==> src/rtl/updown_pkg.sv <==
// Shared types and constants for the up/down counter.
// Build option UPDOWN_SATURATE_EN (used in updown_next) switches wrap to saturation.
package updown_pkg;

  localparam int DEFAULT_WIDTH = 4;

  typedef enum logic {
    DIR_DOWN = 1'b0,
    DIR_UP   = 1'b1
  } dir_e;

  // All-ones bound for a counter of the given width (widths up to 32 bits).
  function automatic logic [31:0] all_ones(input int unsigned width);
    if (width >= 32) begin
      all_ones = 32'hFFFF_FFFF;
    end else begin
      all_ones = (32'd1 << width) - 32'd1;
    end
  endfunction

endpackage

==> src/rtl/updown_next.sv <==
// Combinational next-state for updown_counter: load/step selection and terminal count.
// `ifdef UPDOWN_SATURATE_EN holds at the bounds instead of wrapping.
module updown_next
  import updown_pkg::*;
#(
  parameter int WIDTH = DEFAULT_WIDTH
) (
  input  logic [WIDTH-1:0] count,
  input  logic             up,
  input  logic             load,
  input  logic [WIDTH-1:0] din,
  output logic [WIDTH-1:0] next_count,
  output logic             next_tc
);

  localparam logic [WIDTH-1:0] MAX_COUNT = WIDTH'(all_ones(WIDTH));
  localparam logic [WIDTH-1:0] MIN_COUNT = {WIDTH{1'b0}};
  localparam logic [WIDTH-1:0] ONE       = {{(WIDTH-1){1'b0}}, 1'b1};

  logic at_max_s;
  logic at_min_s;

  assign at_max_s = (count == MAX_COUNT);
  assign at_min_s = (count == MIN_COUNT);

  // Load beats counting; din is only routed through when load is set.
  always_comb begin
    next_count = count;
    next_tc    = 1'b0;
    if (load) begin
      next_count = din;
      next_tc    = 1'b0;
    end else begin
      case (dir_e'(up))
        DIR_UP: begin
          if (at_max_s) begin
`ifdef UPDOWN_SATURATE_EN
            next_count = MAX_COUNT;
`else
            next_count = MIN_COUNT;
`endif
            next_tc = 1'b1;
          end else begin
            next_count = count + ONE;
            next_tc    = 1'b0;
          end
        end
        DIR_DOWN: begin
          if (at_min_s) begin
`ifdef UPDOWN_SATURATE_EN
            next_count = MIN_COUNT;
`else
            next_count = MAX_COUNT;
`endif
            next_tc = 1'b1;
          end else begin
            next_count = count - ONE;
            next_tc    = 1'b0;
          end
        end
        default: begin
          next_count = count;
          next_tc    = 1'b0;
        end
      endcase
    end
  end

endmodule

==> src/rtl/updown_counter.sv <==
// Up/down counter with parallel load and registered terminal-count flag.
// Define UPDOWN_SATURATE_EN to saturate at the bounds instead of wrapping.
module updown_counter
  import updown_pkg::*;
#(
  parameter int WIDTH = DEFAULT_WIDTH
) (
  input  logic             clk,
  input  logic             rst_n,
  input  logic             load,
  input  logic             up,
  input  logic [WIDTH-1:0] din,
  output logic [WIDTH-1:0] out,
  output logic             tc
);

  logic [WIDTH-1:0] next_count_s;
  logic             next_tc_s;

  updown_next #(
    .WIDTH(WIDTH)
  ) u_next (
    .count     (out),
    .up        (up),
    .load      (load),
    .din       (din),
    .next_count(next_count_s),
    .next_tc   (next_tc_s)
  );

  // Output registers; synchronous reset overrides load and count.
  always_ff @(posedge clk) begin
    if (!rst_n) begin
      out <= {WIDTH{1'b0}};
      tc  <= 1'b0;
    end else begin
      out <= next_count_s;
      tc  <= next_tc_s;
    end
  end

endmodule

==> config.mk <==
export PLATFORM = sky130hd
export DESIGN_NAME = updown_counter
export DESIGN_NICKNAME = d
export VERILOG_FILES = /design/src/rtl/updown_pkg.sv /design/src/rtl/updown_next.sv /design/src/rtl/updown_counter.sv
export SDC_FILE = /design/constraint.sdc
export NUM_CORES = 1
export LEC_CHECK = 0
export ABC_AREA = 1
export CORE_AREA = 5 5 42 44
export DETAILED_ROUTE_END_ITERATION = 10
export DIE_AREA = 0 0 47 49
export SLEW_MARGIN = 20
export SYNTH_ARGS = -nofsm -noshare
export SYNTH_HDL_FRONTEND = slang
export SYNTH_SLANG_ARGS = --single-unit
==> constraint.sdc <==
create_clock -name clk -period 1.1 [get_ports clk]
set_input_delay 0.11 -clock clk [delete_from_list [all_inputs] [get_ports clk]]
set_output_delay 0.11 -clock clk [all_outputs]
set_load 0.05 [all_outputs]
## Word level (Yosys, flattened, before mapping)

Index checks and enable logic that the tools add are counted.

| word-level totals | value |
|---|---|
| register bits | 5 |
| bits in latches | 0 |
| memory bits (writable) | 0 |
| ROM bits | 0 |
| input bits | 8 |
| output and inout port bits | 5 |
| word-level logic and storage cells | 16 |
| memories kept | 0 |

| operators by class | value |
|---|---|
| $add $sub $neg | 2 |
| multipliers | 0 |
| div/mod/pow operators | 0 |
| magnitude comparators | 0 |
| equal/unequal tests | 1 |
| shifts and indexed selects | 0 |
| mux-type cells | 7 |
| bitwise logic cells | 2 |
| reductions and logical operators | 2 |

Operators with widths:

| cell | number |
|---|---|
| two-way mux 4 bit | 3 |
| case mux 4 bit (2 select lines) | 1 |
| adder 4 x 1 -> 4 bit, second input constant | 1 |
| equality test 4 bit, second input constant | 1 |
| logical NOT 4 bit | 1 |
| subtractor 4 x 1 -> 4 bit, second input constant | 1 |
| two-way mux 1 bit | 2 |
| inverter 1 bit | 2 |
| case mux 1 bit (2 select lines) | 1 |
| OR reduction 2 bit | 1 |

## Depth between registers and ports, before layout

Gate-level depths: netlist (run 1).

| depth | value |
|---|---|
| word-level depth | 4 |
| mapped depth | 8 |
| depth with buffers taken out | 8 |

## By module

From an unflattened synthesis (run 1), not the netlist that was laid out.

| second synthesis, totals | value |
|---|---|
| cell total of the unflattened synthesis | 57 |
| area, all modules | 336.6 um^2 |

By module, submodules not included:

| module | times used | cells each | area an instance (um^2) | sequential area each (um^2) |
|---|---|---|---|---|
| updown_next | 1 | 42 | 198.9 | 0.0 |
| updown_counter | 1 | 15 | 137.6 | 100.1 |

## Least setup slack after synthesis (run 1)

OpenSTA, ideal clock, no wires.

| timing | value |
|---|---|
| path type | reg2reg |
| from | reg out[0] |
| to | reg out[3] |
| setup time | 0.109 ns |
| arrival | 1.469 ns |
| data required time | 0.991 ns |
| path slack | -0.477 ns |
| cell stages (with the launch flop) | 9 |
| path buffers | 0 |
| clock period less this slack | 1.577 ns |
| path through | dfxtp_1 > inv_1 > ha_1 > inv_2 > nor2_2 > a21oi_1 > nand3_1 > nand2_1 > inv_1 |

| between the ends | value |
|---|---|
| longest elaborated chain between the ends | 4 |
| elaborated cells on any way between the ends | 8 |
| classes of those cells | 2 x add/sub; 1 x eq/ne; 4 x mux; 1 x reduce/logical |

Ends and longest elaborated chain:

| item | line | text |
|---|---|---|
| from (decl) | updown_counter.sv:13 | `output logic [WIDTH-1:0] out,` |
| from (signal assigned) | updown_counter.sv:34 | `out <= {WIDTH{1'b0}};` |
| from (signal assigned) | updown_counter.sv:37 | `out <= next_count_s;` |
| subtractor 4 x 1 -> 4 bit (tied with other cells) | updown_next.sv:57 | `next_count = count - ONE;` |
| two-way mux 4 bit (on tied branches) | updown_next.sv:49, updown_next.sv:36 |  |
| case mux 4 bit (2 select lines) (*) | updown_next.sv:34 | `case (dir_e'(up))` |
| two-way mux 4 bit (*) | updown_next.sv:30 | `if (load) begin` |

Mark *: on every way between the ends. The rest lies on a longest branch, timed or not.
A chain may end at the register's enable or synchronous reset.

## Worst setup path in the final report (run 1)

Ends and elaborated chain as after synthesis.

==> results.txt, run 1 <==
Status = finished, violations left
Failing checks = setup timing
Layout area overhead = 74.3%
Final worst hold slack = 0.455 ns
Commonest cells post-synth = 10 x nand2_1, 8 x inv_1, 5 x dfxtp_1, 5 x nand3_1, 5 x nor2_1
DRC viols = 0
Via density = 4.47
GR Util met2 = 14.3%
Final #Nets = 83
Pin count of the biggest net entering global routing = 9
Clk sinks = 5
Core area = 0.00140 mm2
Largest cells by area after synthesis = dfxtp_1 28%, nand2_1 10%, inv_1 8.3%, ha_1 6.9%, nand3_1 6.9%
Worst skew pair latency = 0.25 ns
DRT Pass-1 Iters = 4
Cell Pwr Density = 1180 mW/mm2
Worst path max stage delay = 0.36 ns
Top-count cell post-synth = nand2_1
Longest Clk Path Bufs = 2
GPL Wtd Cong = 0.794
# fillers = 151
Tmin final = 1.10 ns
Clk_skew = 0.00131 ns
FFs w/ async S/R, synth = 0%
First DRT Iteration DRCs = 2
Mapped Cells = 53
# diodes = 0
CTS root buf = clkbuf_4
Post-route clock period utilization = 100%
Io pins = 13
Crit Path Class = flip-flop to flip-flop
Initial Util = 25.7%
# rows = 14
CTS clock-pin slew for the worst setup and hold paths = 0.05 ns
Library cells used by synthesis = 16
Num CTS Buffers = 3
Post-DP HPWL = 713 um
Grt met1 use = 10.1%
Fraction of layout instances using a drive strength above 1 = 37.5%
Seq/Total Area, Yosys = 27.8%
Met3 GRT Util = 2.95%
Gr usage total = 9.85%
Syn Area/Cell = 6.80 um2
Final wirelength = 921 um
R2r startpoint = out[0]$_SDFF_PN0_
Hold Startpoint = rst_n
# Post-CTS Setup Buffers = 0
Share of the synthesized area in the top cell type = 27.8%
Max Freq = 909 MHz
Antenna violations before repair = 0
Vias = 393
Critical Path Start = out[0]$_SDFF_PN0_
Unrepaired setup endpoints after global routing = yes
WP data required = 1.25 ns
Measured slew at the worst slew-check pin = 0.299 ns
CP cell instances = inv_4 -> ha_4 -> inv_4 -> nor2_4 -> a21oi_2 -> nand3_1 -> nand2_1 -> inv_1
Global route hottest layer = met2
Number of H-tree levels = 1
WP buf/inv = 3
Ys flop type = dfxtp_1
Max-cap violation count = 0
Routed Antenna Nets = 0
Maximum vdd drop = 0.000595 V
Pins Over Slew Limit = 0
Die area = 0.00230 mm2
Setup TNS = -0.000357 ns
IO Port Bufs = 12
Worst setup EP type = flip-flop
Vias in the first global route = 371
CP Max Fanout = 3
Synthesis warning total = 0
Die Wd = 47 um
Startpoint Class = flip-flop
First-pass GRT wire length = 1540 um
Drt wl/cell = 10.5 um
Crit-path most repeated cell = inv_4
#FFs+latches synth = 5
Die Ht = 49 um
GRT Residual Overflow = 0
Pre-CTS worst setup slack = -0.174 ns
Fin worst setup slack = -0.000357 ns
Delay-heaviest family, CP = flip-flops
Syn nets = 63
P_leak = 0.000285 uW
Hold Path Class = primary input to flip-flop
Biggest area consumer among synthesized cells = dfxtp_1
Final setup vio count = 1
Arrival @ worst endpoint = 1.25 ns
Slew headroom = 80.0%
Critical Path Slowest Stage Cell = dfxtp_4
CTS tree = yes
Final hold violations = 0
Synth Cell Area = 360 um2
Post-synth EDFFs = 0
[stage by stage]
step                      power [uW]  utilization, %  cells  instance area (um2)
after floorplan                  388               -     53                  389
after global placement           511            42.4     84                  594
after detailed placement         512            42.4     84                  594
after CTS                        742            44.5     88                  623
after global routing             786            44.8     88                  628
final                            741            44.8     88                  628
[placed cells by master (no fill, tap or decap)]
cell	Yosys	routed
nand2_1	10	10
clkdlybuf4s50_1	0	7
inv_1	8	6
nand3_1	5	5
nor2_1	5	5
buf_12	0	5
buf_4	0	5
clkbuf_4	0	3
inv_2	2	2
inv_4	0	2
nand4_1	2	2
xnor2_1	2	2
o21ai_0	2	2
a21oi_1	3	2
dfxtp_4	0	2
dfxtp_2	0	2
nor2_2	2	1
nor2_4	0	1
a21oi_2	0	1
a211oi_2	1	1
o21ai_2	1	1
o21ai_1	1	1
ha_4	0	1
ha_1	2	1
clkbuf_1	0	1
dfxtp_1	5	1
[what timing repair did]
item	CTS	global route
endpoints found under the setup margin	2	3
resized for setup	1	1
pin swaps	2	0
hold buffers	0	0
cloned	0	0
[logic make-up (layout without fill, tap and decap cells)]
| family | count (synthesis) | count (layout) | share of synthesized area, % |
|---|---|---|---|
| buf+inv | 12 | 31 | 16.7 |
| simple gates | 24 | 24 | 29.5 |
| compound gates | 8 | 8 | 14.2 |
| flops | 5 | 5 | 27.8 |
| fa+ha+maj | 2 | 2 | 6.94 |
| xor+xnor | 2 | 2 | 4.86 |
[power breakdown]
group / leakage, uW / switching, uW / internal (uW)
Sequential: 0.0000431 / 28.2 / 199
Clock: 0.0000150 / 85.7 / 138
Combinational: 0.000227 / 145 / 146
Total: 0.000285 / 259 / 483
[metal layers]
metal	part of all wire (%)	up-vias	wire (um)
met1	39	168	356
met4	5.1	0	47
li1	-	207	-
met3	5.6	5	52
met5	0	-	0
met2	50	13	464
[final cells by class]
type	instances	area (um2)	share of cell area, %
Tap cell	16	20.0	3.19
Timing Repair Buffer	17	208	33.1
Inverter	10	42.5	6.77
Clock buffer	4	26.3	4.18
Sequential cell	5	110	17.5
Multi-Input combinational cell	36	221	35.3
[sequential cells by signal (all words and copies together), names as in the netlist]
signal and count:
out 4, tc 1
[final timing paths]
path / end / slack [ns] / cells past startpoint
worst min register to register: tc$_SDFF_PP0_ / 0.62 / 2
worst max-delay path: out[3]$_SDFF_PN0_ / -0.0004 / 8
worst max register to register: out[3]$_SDFF_PN0_ / -0.0004 / 8
worst min-delay path: out[2]$_SDFF_PN0_ / 0.45 / 3
[worst min-delay path, stage by stage]
cell and delay (ns):
clkdlybuf4s50_1 0.43, o21ai_0 0.08, a21oi_1 0.04
Power figures use the tool's default switching activity.
==> run 2: changes to the inputs <==
Settings changed: GPL_TIMING_DRIVEN from default to 0.
==> results.txt, run 2 (synthesized netlist as in run 1, its figures left out) <==
Status = finished, violations left
Failing checks = setup timing
Setup TNS = -0.00480 ns (-0.00445 ns)
Placed Cells = 80 (-4.8%)
CTS root buf = clkbuf_4
Antenna violations before repair = 0 (unchanged)
R2r startpoint = out[0]$_SDFF_PN0_
Final hold violations = 0 (unchanged)
Tmin final = 1.10 ns (+0.00445 ns)
DRC viols = 0 (unchanged)
Met3 GRT Util = 3.69% (+0.74 points)
Die Wd = 47 um (unchanged)
Via density = 4.25 (-4.8%)
CTS Hold Bufs = 0 (unchanged)
Hold endpoint = tc$_SDFF_PP0_
Reg2reg setup slack = -0.005 ns (about the same)
Post-DP HPWL = 672 um (-5.7%)
Worst setup EP type = flip-flop
CTS tree = yes
Final setup vio count = 1 (unchanged)
Arrival @ worst endpoint = 1.24 ns (about the same)
Pin count of the biggest net entering global routing = 8 (-1)
Critical Path Slowest Stage Cell = dfxtp_4
Pins Over Slew Limit = 0 (unchanged)
Maximum vdd drop = 0.000836 V (+40%)
Max reg flops = 4 (unchanged)
Final wirelength = 866 um (-6.0%)
Capturing point of the worst reg2reg path = out[3]$_SDFF_PN0_
Layout area overhead = 62.8%
DRT Pass-1 Iters = 2 (-2)
Hold Path Class = primary input to flip-flop
Io pins = 13 (unchanged)
Fraction of layout instances using a drive strength above 1 = 41.7% (+4.2 points)
Final #Nets = 83 (unchanged)
CTS clock-pin slew for the worst setup and hold paths = 0.04 ns (about the same)
Core area = 0.00140 mm2 (unchanged)
Vias = 374 (-4.8%)
Max-cap violation count = 0 (unchanged)
Leading cell types in the layout, fill and taps excluded = 10 x nand2_1, 6 x inv_1, 6 x clkdlybuf4s50_1, 5 x nand3_1, 5 x nor2_1
Drt wl/cell = 9.84 um (-6.0%)
WP data required = 1.24 ns (about the same)
Max Freq = 905 MHz (-0.40%)
Final worst hold slack = 0.196 ns (-0.259 ns)
Most common cell after layout, fill and taps aside = nand2_1
Longest Clk Path Bufs = 2 (unchanged)
# diodes = 0 (unchanged)
Largest regs = out x4, tc x1
Biggest register = out
Worst path max stage delay = 0.38 ns (+0.02 ns)
First DRT Iteration DRCs = 8 (+6)
Startpoint Class = flip-flop
Critical Path Start = out[0]$_SDFF_PN0_
CP Max Fanout = 4 (+1)
Grt met1 use = 9.41% (-0.66 points)
Cell Pwr Density = 1170 mW/mm2 (-0.71%)
Clk sinks = 5 (unchanged)
Gr usage total = 8.86% (-0.98 points)
Initial Util = 25.7% (unchanged)
Hold Startpoint = up
Clk_skew = 0.00403 ns (+0.00272 ns)
# fillers = 156 (+3.3%)
Measured slew at the worst slew-check pin = 0.268 ns (-0.0313 ns)
Non-Filler Instances = 88 (unchanged)
Global route hottest layer = met2
Crit-path most repeated cell = inv_4
Number of H-tree levels = 1 (unchanged)
GRT Residual Overflow = 0 (unchanged)
CP cell instances = inv_4 -> ha_4 -> inv_4 -> nor2_4 -> a21oi_2 -> nand3_1 -> nand2_1 -> inv_1
Crit Path Class = flip-flop to flip-flop
# rows = 14 (unchanged)
GR Util met2 = 13.8% (-0.45 points)
P_leak = 0.000266 uW (-6.7%)
Fin worst setup slack = -0.00480 ns (-0.00445 ns)
First-pass GRT wire length = 1460 um (-4.9%)
Hold path depth = 4 (+1)
Num CTS Buffers = 3 (unchanged)
Unrepaired setup endpoints after global routing = yes
Pre-CTS worst setup slack = -0.197 ns (-0.0237 ns)
Path depth of the worst reg2reg path = 8 (unchanged)
Die area = 0.00230 mm2 (unchanged)
GPL Wtd Cong = 0.709 (-11%)
Routed Antenna Nets = 0 (unchanged)
Post-route clock period utilization = 100% (+0.40 points)
Vias in the first global route = 337 (-9.2%)
Worst skew pair latency = 0.24 ns (about the same)
Die Ht = 49 um (unchanged)
Power Total = 688 uW (-7.2%)
Slew headroom = 82.0% (+2.0 points)
IO Port Bufs = 11 (-1)
run 2: changes by cell type in the layout (fill, tap and decap cells not counted), sizes merged:
cell / before / now
clkdlybuf4s15: 0 / 2
buf: 10 / 9
clkdlybuf4s50: 7 / 6
run 2: report_power, final:
group	internal, uW	switching [uW]	total (uW)
clock	137	69.3	206
combinational	113	147	259
sequential	199	22.9	222
run 2: worst max path at each step:
stage          depth (start not counted)           endpoint  slack (ns)
2_1_floorplan                          8  out[3]$_SDFF_PN0_       -0.05
3_3_place_gp                           1             out[3]       -0.20
3_5_place_dp                           1             out[3]       -0.20
4_1_cts                                8  out[3]$_SDFF_PN0_        0.01
5_1_grt                                8  out[3]$_SDFF_PN0_       -0.10
6_report                               8  out[3]$_SDFF_PN0_      -0.005
run 2: area by class of cell:
| cell class | instances | area (um2) | share of cell area [%] |
|---|---|---|---|
| Timing Repair Buffer | 15 | 128 | 21.7 |
| Sequential cell | 5 | 110 | 18.8 |
| Buffer | 2 | 22.5 | 3.84 |
| Multi-Input combinational cell | 36 | 238 | 40.5 |
| Clock buffer | 4 | 26.3 | 4.48 |
| Tap cell | 16 | 20.0 | 3.41 |
| Inverter | 10 | 42.5 | 7.25 |
run 2: per-stage QoR:
step | area (um2) | util, %
6_report | 587 | 41.9
5_1_grt | 587 | 41.9
4_1_cts | 548 | 39.1
3_5_place_dp | 519 | 37.1
3_3_place_gp | 519 | 37.1
2_1_floorplan | 389 | -
run 2: critical path: cells and delay by family (launching register included):
family	cells	cell delay (ns)
buffers and inverters	3	0.13
AO/OA/AOI/OAI	1	0.14
adder cells (fa/ha/maj)	1	0.15
AND/OR/NAND/NOR	3	0.19
flip-flops	1	0.38
run 2: routing by layer:
layer  share of wire (%)  wire length, um  vias up
met3                 6.6               57        0
li1                    -                -      204
met1                  43              371      160
met4                   0                0        0
met2                  50              437       10
met5                   0                0        -
run 2: what timing repair did:
| action | in CTS | in global routing |
|---|---|---|
| setup buffers | 1 | 3 |
| cloned | 0 | 0 |
| endpoints found under the setup margin | 7 | 4 |
| resized for setup | 23 | 3 |
| pin swaps | 1 | 6 |
==> run 3: changes to the inputs <==
Settings changed: GPL_TIMING_DRIVEN 0 to default.
==> results of run 3 <==
The final DEF is identical to that of run 1; final timing and power are the same.
